`config.mk`:
```
export PLATFORM = sky130hd
export DESIGN_NAME = interrupt_controller
export DESIGN_NICKNAME = d
export VERILOG_FILES = /design/src/rtl/interrupt_controller_pkg.sv /design/src/rtl/interrupt_controller_int_priority_encoder.sv /design/src/rtl/interrupt_controller.sv
export SDC_FILE = /design/constraint.sdc
export NUM_CORES = 1
export LEC_CHECK = 0
export ABC_AREA = 1
export CORE_AREA = 2 2 78 65
export CTS_BUF_LIST = sky130_fd_sc_hd__clkbuf_16
export DETAILED_ROUTE_END_ITERATION = 6
export DIE_AREA = 0 0 80 67
export PLACE_DENSITY = 0.82
export SLEW_MARGIN = 15
export SYNTH_ARGS = -nofsm -noshare
export SYNTH_HDL_FRONTEND = slang
export SYNTH_HIERARCHICAL = 1
export SYNTH_SLANG_ARGS = --single-unit
```
`constraint.sdc`:
```
create_clock -name CLK -period 2.7 [get_ports CLK]
set_input_delay 0.27 -clock CLK [delete_from_list [all_inputs] [get_ports CLK]]
set_output_delay 0.27 -clock CLK [all_outputs]
set_load 0.02 [all_outputs]
```
`src/rtl/interrupt_controller_pkg.sv`:
```
`default_nettype none
// ============================================================================
// Module      : interrupt_controller_pkg
// Description : Register map, control-bit positions and state encoding shared
//               by the interrupt controller and its priority encoder.
// Revision    : 1.0 - initial release
// ============================================================================
package interrupt_controller_pkg;

    // Register select values on ADDR_INT
    localparam logic [1:0] INT_REG_PEND = 2'd0;
    localparam logic [1:0] INT_REG_ENAB = 2'd1;
    localparam logic [1:0] INT_REG_EDGE = 2'd2;
    localparam logic [1:0] INT_REG_CTRL = 2'd3;

    // CTRL register bit positions
    localparam int CTRL_GIE_BIT   = 15;
    localparam int CTRL_EOI_BIT   = 14;
    localparam int CTRL_INSVC_BIT = 14;
    localparam int CTRL_VALID_BIT = 4;

    // Service state: IDLE offers interrupts, SERVICE blocks until EOI
    typedef enum logic [0:0] {
        ST_IDLE    = 1'b0,
        ST_SERVICE = 1'b1
    } int_state_t;

endpackage : interrupt_controller_pkg
`default_nettype wire

```
`src/rtl/interrupt_controller_int_priority_encoder.sv`:
```
`default_nettype none
// ============================================================================
// Module      : int_priority_encoder
// Description : Combinational fixed-priority encoder; index 0 wins.
// Revision    : 1.0 - initial release
// ============================================================================
module int_priority_encoder #(
    parameter int N_IRQ = 8
) (
    input  logic [N_IRQ-1:0] req,
    output logic [3:0]       index,
    output logic             valid
);

    // Scan from the top so the lowest set index is the last one written
    always_comb begin
        index = 4'd0;
        valid = 1'b0;
        for (int i = N_IRQ - 1; i >= 0; i--) begin
            if (req[i]) begin
                index = 4'(i);
                valid = 1'b1;
            end
        end
    end

endmodule : int_priority_encoder
`default_nettype wire

```
`src/rtl/interrupt_controller.sv`:
```
`default_nettype none
// ============================================================================
// Module      : interrupt_controller
// Description : Latches, masks and prioritises N_IRQ interrupt lines, raises
//               INT_REQ with the winning vector and runs the ack / EOI
//               handshake with the CPU. Four 16-bit bus registers.
// Revision    : 1.0 - initial release
// ============================================================================
module interrupt_controller
    import interrupt_controller_pkg::*;
#(
    parameter int N_IRQ       = 8,
    parameter int SYNC_STAGES = 2
) (
    input  logic             CLK,
    input  logic             RESET,
    input  logic             WR_INT,
    input  logic             RD_INT,
    input  logic [1:0]       ADDR_INT,
    input  logic [15:0]      DATA_IN,
    output logic [15:0]      DOUT,
    input  logic [N_IRQ-1:0] IRQ,
    output logic             INT_REQ,
    input  logic             INT_ACK,
    output logic [3:0]       INT_VECTOR
);

    logic [N_IRQ-1:0] r_sync [SYNC_STAGES];
    logic [N_IRQ-1:0] r_prev;
    logic [N_IRQ-1:0] r_pend;
    logic [N_IRQ-1:0] r_enab;
    logic [N_IRQ-1:0] r_edge_en;
    logic             r_gie;
    logic             r_int_req;
    logic [3:0]       r_vec;
    int_state_t       r_state;
    int_state_t       w_state_nxt;

    logic [N_IRQ-1:0] w_synced;
    logic [N_IRQ-1:0] w_rise;
    logic [N_IRQ-1:0] w_data;
    logic [N_IRQ-1:0] w_w1c;
    logic [N_IRQ-1:0] w_ack_clr;
    logic [N_IRQ-1:0] w_pend_nxt;
    logic [3:0]       w_best;
    logic             w_valid;
    logic             w_insvc;
    logic             w_ack_take;
    logic             w_eoi;
    logic             w_int_req_nxt;
    logic [3:0]       w_vec_nxt;
    logic [15:0]      w_pend16;
    logic [15:0]      w_enab16;
    logic [15:0]      w_edge16;
    logic             w_unused;

    assign w_synced   = r_sync[SYNC_STAGES-1];
    assign w_rise     = w_synced & ~r_prev;
    assign w_data     = DATA_IN[N_IRQ-1:0];
    assign w_insvc    = (r_state == ST_SERVICE);
    assign w_w1c      = (WR_INT && ADDR_INT == INT_REG_PEND) ? w_data : '0;
    assign w_eoi      = WR_INT && (ADDR_INT == INT_REG_CTRL) && DATA_IN[CTRL_EOI_BIT];
    // An ack only counts when a request was actually being offered
    assign w_ack_take = INT_ACK && r_int_req && !w_insvc;
    assign w_unused   = ^{RD_INT, DATA_IN};

    int_priority_encoder #(
        .N_IRQ (N_IRQ)
    ) u_prio (
        .req   (r_pend & r_enab),
        .index (w_best),
        .valid (w_valid)
    );

    // Synchroniser chain and edge-detector history, independent of EDGE mode
    always_ff @(posedge CLK) begin
        if (!RESET) begin
            for (int i = 0; i < SYNC_STAGES; i++) begin
                r_sync[i] <= '0;
            end
            r_prev <= '0;
        end else begin
            r_sync[0] <= IRQ;
            for (int i = 1; i < SYNC_STAGES; i++) begin
                r_sync[i] <= r_sync[i-1];
            end
            r_prev <= w_synced;
        end
    end

    // Pending next-state: edge bits latch (new edge beats clears), level bits mirror the line
    always_comb begin
        w_ack_clr = '0;
        for (int i = 0; i < N_IRQ; i++) begin
            w_ack_clr[i] = w_ack_take && (w_best == 4'(i));
        end
        w_pend_nxt = (r_edge_en & ((r_pend & ~w_w1c & ~w_ack_clr) | w_rise))
                   | (~r_edge_en & w_synced);
    end

    // Configuration and pending registers
    always_ff @(posedge CLK) begin
        if (!RESET) begin
            r_pend    <= '0;
            r_enab    <= '0;
            r_edge_en <= '0;
            r_gie     <= 1'b0;
        end else begin
            r_pend <= w_pend_nxt;
            if (WR_INT && ADDR_INT == INT_REG_ENAB) r_enab    <= w_data;
            if (WR_INT && ADDR_INT == INT_REG_EDGE) r_edge_en <= w_data;
            if (WR_INT && ADDR_INT == INT_REG_CTRL) r_gie     <= DATA_IN[CTRL_GIE_BIT];
        end
    end

    // Service FSM state register plus registered CPU-facing outputs
    always_ff @(posedge CLK) begin
        if (!RESET) begin
            r_state   <= ST_IDLE;
            r_int_req <= 1'b0;
            r_vec     <= 4'd0;
        end else begin
            r_state   <= w_state_nxt;
            r_int_req <= w_int_req_nxt;
            r_vec     <= w_vec_nxt;
        end
    end

    // Service FSM next-state; vector tracks BEST only while idle
    always_comb begin
        w_state_nxt   = r_state;
        w_vec_nxt     = r_vec;
        w_int_req_nxt = r_gie && w_valid && !w_insvc && !INT_ACK;
        case (r_state)
            ST_IDLE: begin
                w_vec_nxt = w_best;
                if (w_ack_take) w_state_nxt = ST_SERVICE;
            end
            ST_SERVICE: begin
                if (w_eoi) w_state_nxt = ST_IDLE;
            end
            default: w_state_nxt = ST_IDLE;
        endcase
    end

    // Combinational read mux; bits above N_IRQ read as zero
    always_comb begin
        w_pend16 = '0;
        w_enab16 = '0;
        w_edge16 = '0;
        w_pend16[N_IRQ-1:0] = r_pend;
        w_enab16[N_IRQ-1:0] = r_enab;
        w_edge16[N_IRQ-1:0] = r_edge_en;
        DOUT = '0;
        case (ADDR_INT)
            INT_REG_PEND: DOUT = w_pend16;
            INT_REG_ENAB: DOUT = w_enab16;
            INT_REG_EDGE: DOUT = w_edge16;
            default: begin
                DOUT[CTRL_GIE_BIT]   = r_gie;
                DOUT[CTRL_INSVC_BIT] = w_insvc;
                DOUT[CTRL_VALID_BIT] = w_valid;
                DOUT[3:0]            = w_best;
            end
        endcase
    end

    assign INT_REQ    = r_int_req;
    assign INT_VECTOR = r_vec;

endmodule : interrupt_controller
`default_nettype wire
```
# Word level (Yosys, flattened, before mapping)
# Memory sizes are Yosys's and may differ from the RTL's.
# Cells that the tools add are included.
totals:
  register_bits: 39
  latch_bits: 0
  mem_bits_rw: 16
  rom_bits: 0
  in_bits: 31
  word_cells: 84
  memories: 1
op_classes:
  add_sub_neg: 0
  mul: 0
  div_mod_pow: 0
  order_cmp: 0
  n_eq_ne: 10
  n_shift: 0
  muxes: 27
  n_bitwise: 15
  n_reduce_logical: 23
mem_list:
  columns: ["name", "depth", "word_bits", "read_ports", "rd_ports_with_merged_regs", "wr", "line", "text"]
  rows:
  - ["r_sync", 2, 8, 2, 0, 2, "interrupt_controller.sv:28", "logic [N_IRQ-1:0] r_sync [SYNC_STAGES];"]
op_table:
  columns: ["operator", "count"]
  rows:
  - ["$and 8x8->8", 6]
  - ["$not 8->8", 4]
  - ["$mux 3", 8]
  - ["$mux 8", 3]
  - ["$logic_and 1x1->1", 18]
  - ["$eq 4x3->1 const B", 4]
  - ["$or 8x8->8", 2]
  - ["$pmux 5 s3", 1]
  - ["$mux 1", 12]
  - ["$pmux 3 s3", 1]
  - ["$eq 4x2->1 const B", 2]
  - ["$eq 2x2->1 const B", 2]
  - ["$eq 4x1->1 const B", 1]
  - ["$logic_not 4->1", 1]
  - ["$reduce_or 3->1", 1]
  - ["$eq 2x1->1 const B", 1]
  - ["$logic_not 1->1", 2]
  - ["$logic_not 2->1", 1]
  - ["$mux 2", 1]
  - ["$or 1x1->1", 2]
  - ["$pmux 1 s2", 1]
  - ["$not 1->1", 1]

# Logic depth before layout (Yosys ltp)
# Gate-level depths: netlist (run 1).
logic_depth:
  word_depth: 16
  depth_mapped: 14
  ltp_nobuf: 14

# Modules after synthesis
# Netlist (run 1), hierarchy kept.
modules_own_cells:
  columns: ["module", "instances", "cells_each", "area_each_um2", "seq_area_each_um2"]
  rows:
  - ["interrupt_controller", 1, 332, 2290.9, 1101.1]
  - ["int_priority_encoder", 1, 24, 110.1, 0.0]

# Least setup slack after synthesis (run 1)
# Ideal clock, no wire load.
synth_timing:
  path_type: "register -> output"
  start: "register r_pend[5]"
  end: "output port DOUT[0]"
  arrival_ns: 1.203
  path_slack_ns: 1.227
  path_stages_with_launch: 11
  cell_sequence: "dfxtp_1 nand2_1 inv_1 inv_1 nand2_1 nand2_1 nand2_1 nand2_1 a21oi_1 nand2_1 nand4_1"
synth_between:
  elab_chain_cells: 8
synth_rtl:
  columns: ["item", "line", "text"]
  rows:
  - ["from (decl)", "interrupt_controller.sv:30", "logic [N_IRQ-1:0] r_pend;"]
  - ["from (signal assigned)", "interrupt_controller.sv:109", "r_pend <= w_pend_nxt;"]
  - ["$and 8x8->8", "interrupt_controller.sv:70", ".req (r_pend & r_enab),"]
  - ["$mux 3 (6 in series)", "interrupt_controller_int_priority_encoder.sv:20", "if (req[i]) begin"]
  - ["via w_best[0]", "interrupt_controller.sv:45", "logic [3:0] w_best;"]
  - ["$pmux 5 s3", "interrupt_controller.sv:155", "case (ADDR_INT)"]
  - ["to (decl)", "interrupt_controller.sv:21", "output logic [15:0] DOUT,"]
# The timed path passes the listed nets, and every way through them passes these cells.

# Worst setup path after layout (run 1)
# Ends and elaborated chain as after synthesis.

==> Flow_metrics.wiki, run 1 <==
{| class="wikitable"
! Metric !! Value
|-
| Status || finished, final reports clean
|-
| Top_reg_cell synth || sky130_fd_sc_hd__dfxtp_1
|-
| Fmax || approximately 410 MHz
|-
| Routing usage on met3 || 0.0583
|-
| Worst voltage drop across the vdd grid || 390 µV
|-
| Most used routing layer in global routing || met2
|-
| Pin count of the biggest net entering global routing || 29
|-
| Area delta synth->final || 22.7%
|-
| Final critical-path share of the clock period || 0.908
|-
| Fraction of met1 tracks used by global routing || 0.283
|-
| CTS Sinks || 55
|-
| Category of the worst setup path launch point || register
|-
| Max-slew violations || 0
|-
| Post-synthesis sequential area ratio || 0.459
|-
| Number of DRC violations after detailed routing || 0
|-
| Arrival @ worst endpoint || 2180 ps
|-
| Clock slew at the register clock pins of the worst setup and hold paths || 70 ps
|-
| Top-Level Pins || 52
|-
| Antenna-violating nets left || 0
|-
| Setup fix buffers added after clock tree synthesis || 0
|-
| Final standard cell area without fillers || 0.00295 mm²
|-
| Post-synthesis average cell area || 6.74 µm²
|-
| Vertical extent of the die || about 67 µm
|-
| Total number of nets in the final design || 425
|-
| Leakage dissipation || 1.46 nW
|-
| Yosys warns || 6
|-
| Final-layout setup total negative slack || 0 ps
|-
| Gp weighted congestion || 0.968
|-
| Number of buffers inserted by port buffering || 38
|-
| Area of the die || about 0.0054 mm²
|-
| Cell chosen for the clock root || sky130_fd_sc_hd__clkbuf_16
|-
| Pwr per Cell Area || 561 mW/mm²
|-
| Mapped Cells || 356
|-
| Latest clock arrival within the worst-skew pair || between 200 and 300 ps
|-
| Most frequent cells after synthesis || sky130_fd_sc_hd__nand2_1 (104), sky130_fd_sc_hd__dfxtp_1 (55), sky130_fd_sc_hd__inv_1 (52)
|-
| Total standard cell area after synthesis || 0.00240 mm²
|-
| Count of endpoints failing setup in the final report || 0
|-
| Distinct cell type count after synthesis || 21
|-
| Total detailed-routing wirelength || a little over 5000 µm
|-
| Routed len/inst || approximately 11 µm
|-
| Maximum number of buffers from clock root to sink || 2
|-
| Initial core utilization || 0.532
|-
| Endpoint type of the worst setup path || output port
|-
| Global Route met2 Usage || 0.330
|-
| Largest stage delay on the critical path || 610 ps
|-
| Placed cell area || 0.00280 mm²
|-
| CP required || ~2400 ps
|-
| Critical-path top delay cell || sky130_fd_sc_hd__clkdlybuf4s50_1
|-
| Via total after detailed routing || 2171
|-
| Number of register bits inferred by synthesis || 55
|-
| Hold Fails Final Rpt || 0
|-
| Unrepaired setup endpoints after global routing || no
|-
| CTS tree || yes
|-
| Top-area cell type share of the netlist area || 0.459
|-
| Ant diodes || 0
|-
| Post-synth ARST share || 0
|-
| Critical path's most frequent cell || sky130_fd_sc_hd__nand2_1
|-
| Via count of the first global-routing pass || just under 2000
|-
| Worst Path Class, Setup || reg -> out
|-
| Chain of cells forming the critical path || nand2_1 -> inv_1 -> inv_1 -> nand2_1 -> nand2_1 -> nand2_1 -> nand2_1 -> a21oi_1 -> nand2_1 -> nand4_1 -> clkdlybuf4s50_1
|-
| Post-synth EDFFs || 0
|-
| Floorplan core area || between 0.004 and 0.005 mm²
|-
| CTS hold repair buffers || 0
|-
| Shortest clock period the worst path allows after layout || 2450 ps
|-
| Aggregate global-route resource usage || 0.214
|-
| Setup Skew || 4.33 ps
|-
| Number of maximum-capacitance violations || 0
|-
| Via density || 4.78
|-
| # resized after CTS || 0
|-
| Number of H-tree levels || 2
|-
| Final HPWL DP || 3660 µm
|-
| Number of detailed-route iterations in the first pass || 4
|-
| Total number of placement rows || 22
|-
| Antenna violations before repair || 0
|-
| Clock buffers created by TritonCTS || 5
|-
| Synth area leader || sky130_fd_sc_hd__dfxtp_1
|-
| Highest fanout seen on the critical path || 5
|-
| Overflow left after global routing || 0
|-
| Hold WC Path Type || reg -> reg
|-
| Starting DRT DRC Count || 261
|-
| Wire length of the first global-routing pass || 8700 µm
|-
| Die width || roughly 80 µm
|-
| Top-count cell post-synth || sky130_fd_sc_hd__nand2_1
|-
| Fraction of final layout cells sized beyond drive strength 1 || 0.0533
|-
| Synth area leaders || sky130_fd_sc_hd__dfxtp_1 (46%), sky130_fd_sc_hd__nand2_1 (16%), sky130_fd_sc_hd__inv_1 (8.1%)
|}
[area by class of cell]
cell class,instances,area [µm²]
clock buffer,5,125
clock inverter,2,17.5
fill,422,1570
inverter,56,211
multi-input combinational,235,1010
sequential,55,1100
tap,60,75.1
timing repair buffer,41,403
[worst paths after layout]
kind / slack, ps / to / cells after the start / start
max: 250 / DOUT[0] / 11 / r_pend[5]$_SDFF_PN0_
min: 410 / r_sync[0][12]$_SDFF_PN0_ / 2 / r_sync[0][4]$_SDFF_PN0_
max reg2reg: 990 / r_pend[5]$_SDFF_PN0_ / 13 / r_pend[5]$_SDFF_PN0_
min reg2reg: 410 / r_sync[0][12]$_SDFF_PN0_ / 2 / r_sync[0][4]$_SDFF_PN0_
[per-stage QoR]
stage	power, mW	setup WS, ps	util	instances	hold WS (ps)
6_report	1.65	248	0.653	454	412
5_1_grt	1.73	45.7	0.653	454	429
3_3_place_gp	1.04	386	0.621	447	393
3_5_place_dp	1.04	373	0.621	447	398
2_1_floorplan	0.972	1230	-	361	347
4_1_cts	1.67	266	0.653	454	414
[layout by cell type (no fill, tap or decap)]
master                            instances
sky130_fd_sc_hd__a21oi_1                  6
sky130_fd_sc_hd__clkinv_2                 1
sky130_fd_sc_hd__dfxtp_1                 55
sky130_fd_sc_hd__nand2_1                104
sky130_fd_sc_hd__nor2_2                   1
sky130_fd_sc_hd__or2_1                    1
sky130_fd_sc_hd__clkinv_4                 1
sky130_fd_sc_hd__clkbuf_16                5
sky130_fd_sc_hd__buf_4                    3
sky130_fd_sc_hd__nor3_2                   1
sky130_fd_sc_hd__nand4_1                  7
sky130_fd_sc_hd__nor2_1                  50
sky130_fd_sc_hd__o21ai_0                 21
sky130_fd_sc_hd__inv_2                    3
sky130_fd_sc_hd__nand3_1                 30
sky130_fd_sc_hd__conb_1                   7
sky130_fd_sc_hd__nand2_2                  2
sky130_fd_sc_hd__inv_6                    1
sky130_fd_sc_hd__inv_1                   52
sky130_fd_sc_hd__clkdlybuf4s50_1         38
sky130_fd_sc_hd__a31oi_1                  1
sky130_fd_sc_hd__nor2_4                   3
sky130_fd_sc_hd__nor3_1                   1
[sequential cells by signal, summed over array words and instances, names as in the netlist]
signal	flops
r_sync	16
r_edge_en	8
r_enab	8
r_pend	8
r_prev	8
INT_VECTOR	4
INT_REQ	1
r_gie	1
r_state	1
[critical path, delay by kind of cell (launching register included)]
family                 cells  cell delay [ps]
AOI/OAI and AO/OA          1              290
buffers and inverters      3              750
DFF                        1              350
and+or+nand+nor            7              490
[routing by layer]
| metal | up-vias | share of wire |
|---|---|---|
| li1 | 1146 | - |
| met1 | 948 | 0.46 |
| met2 | 71 | 0.45 |
| met3 | 6 | 0.077 |
| met4 | 0 | 0.011 |
| met5 | - | 0 |
[power by group]
group	internal (mW)	switching [mW]
combinational	0.0687	0.0947
clock	0.344	0.285
sequential	0.843	0.0169
[kinds of logic (layout without fill, tap and decap cells)]
logic type / Yosys count / in the layout / share of synthesized area
DFF: 55 / 55 / 0.459
buffers and inverters: 71 / 104 / 0.127
and+or+nand+nor: 200 / 200 / 0.352
AOI/OAI and AO/OA: 28 / 28 / 0.0589
other: 2 / 7 / 0.00313
(Power assumes the default switching activity.)
==> run 2: changes to the inputs <==
CTS_CLUSTER_SIZE = 40   (was unset)
==> results of run 2 <==
The final DEF is identical to that of run 1; final timing and power are the same.
==> variant (settings of run 1) <==
`N_IRQ` is set to 8 in 2 places; all go to 10.
--- a/src/rtl/interrupt_controller_int_priority_encoder.sv
+++ b/src/rtl/interrupt_controller_int_priority_encoder.sv
@@ -6,5 +6,5 @@
 // ============================================================================
 module int_priority_encoder #(
-    parameter int N_IRQ = 8
+    parameter int N_IRQ = 10
 ) (
     input  logic [N_IRQ-1:0] req,
--- a/src/rtl/interrupt_controller.sv
+++ b/src/rtl/interrupt_controller.sv
@@ -10,5 +10,5 @@
     import interrupt_controller_pkg::*;
 #(
-    parameter int N_IRQ       = 8,
+    parameter int N_IRQ       = 10,
     parameter int SYNC_STAGES = 2
 ) (
Ports: changed (resized IRQ); port bits go from 52 to 54. No check against the original RTL was run, so the function may have changed too.
==> variant against run 1 <==
Hold slack lost 0.18 ns. Sequential share of layout area shrank 2.2 points. Final area grew 29%. Area after synthesis grew 26%. Maximum frequency shrank 4.1%. Clock power grew 100%. Sequential cell count grew 12. Power grew 53%. Routed wire length grew 47%. Synthesized cell count grew 21%. Via count grew 30%. Worst setup slack lost 0.11 ns. Clock skew shrank 0.0014 ns. Largest power group is now the clock network. Highest routed layer unchanged.
==> variant: results (changes against run 1) <==
INFO  metric power_frac_comb = 8.4% (-1.5 points)
INFO  metric overall_routing_resource_usage = 30.1% (+8.7 points)
INFO  metric cp_top_family = simple AND/OR/NAND/NOR gates
INFO  metric most_used_standard_cells_in_the_synthesized_netlist = sky130_fd_sc_hd__nand2_1 (128), sky130_fd_sc_hd__dfxtp_1 (67), sky130_fd_sc_hd__inv_1 (57), sky130_fd_sc_hd__nor2_1 (44), sky130_fd_sc_hd__nand3_1 (38)
INFO  metric gr-usage-met3 = 7.59% (+1.8 points)
INFO  metric m1_wire_length = 3190 um (+34%)
INFO  metric use_met1 = 35.8% (+7.4 points)
INFO  metric place_worst_setup_slack = 0.442 ns (+0.0689 ns)
INFO  metric largest_fanout_on_the_critical_path = 4 (-1)
INFO  metric route.met3.wl = 625 um (+57%)
INFO  metric run_status = completed
INFO  metric dp.final_hpwl = 4830 um (+32%)
INFO  metric wire_length_of_the_first_global_routing_pass = 11,900 um (+37%)
INFO  metric detailroute.wirelength.met2 = 3690 um (+59%)
INFO  metric firstDrtPassIters = 5 (+1)
INFO  metric synthDistinctLibCells = 23 (+9.5%)
INFO  metric worstSkewPairLatency = 0.33 ns (+0.04 ns)
INFO  metric grt_max_degree = 34 (+17%)
INFO  metric synth_area_per_cell = 7.07 um^2 (+4.8%)
INFO  metric dpl-instance-area = 3470 um^2 (+24%)
INFO  metric leakage_power_of_the_design = 1.83 nW (+25%)
INFO  metric timing.hold.worst.class = input port to flip-flop
INFO  metric timing.critical_path.arrival = 2.29 ns (+0.11 ns)
INFO  metric power_leader = the clock network
INFO  metric timing.clock.skew = 0.00298 ns (-0.00135 ns)
INFO  metric place.gp.congestion = 0.992 (+2.5%)
INFO  metric grt_pass1_vias = 2,671 (+38%)
INFO  metric num-nets-final = 510 (+20%)
INFO  metric detail_route.wirelength = 7570 um (+47%)
INFO  metric share_of_cells_above_drive_strength_1 = 15.8% (+10 points)
INFO  metric met2_grt_util = 53.1% (+20 points)
INFO  metric top_area_cells_in_the_synthesized_netlist = sky130_fd_sc_hd__dfxtp_1 (44%), sky130_fd_sc_hd__nand2_1 (16%), sky130_fd_sc_hd__inv_1 (7.1%), sky130_fd_sc_hd__nand3_1 (6.3%), sky130_fd_sc_hd__o21ai_2 (5.8%)
INFO  metric port_buffers = 44 (+16%)
INFO  metric p_clk_share = 50.0% (+12 points)
## variant: path summary, 6_finish.rpt
check	startpoint	end	slack [ns]	cells past startpoint
worst max register to register	r_enab[0]$_SDFFE_PN0P_	r_pend[7]$_SDFF_PN0_	0.78	10
worst min-delay path	RESET	r_edge_en[9]$_SDFFE_PN0P_	0.23	3
worst max-delay path	r_pend[6]$_SDFF_PN0_	DOUT[3]	0.14	8
worst min register to register	r_sync[0][4]$_SDFF_PN0_	r_sync[0][14]$_SDFF_PN0_	0.41	2
## variant: logic make-up (layout without fill, tap and decap cells)
family	Yosys count	after routing	share of synthesized area, %
AOI/OAI and AO/OA	34	34	8.25
buffers and inverters	81	131	12.3
other	1	4	0.124
DFF	67	67	44.2
and+or+nand+nor	246	246	35.1
## variant: final cells by class
cell class | instances | area (um^2)
clock buffer | 9 | 225
clock inverter | 7 | 97.6
fill | 275 | 704
inverter | 64 | 240
multi-input combinational | 284 | 1340
sequential | 67 | 1340
tap | 60 | 75.1
timing repair buffer | 51 | 488
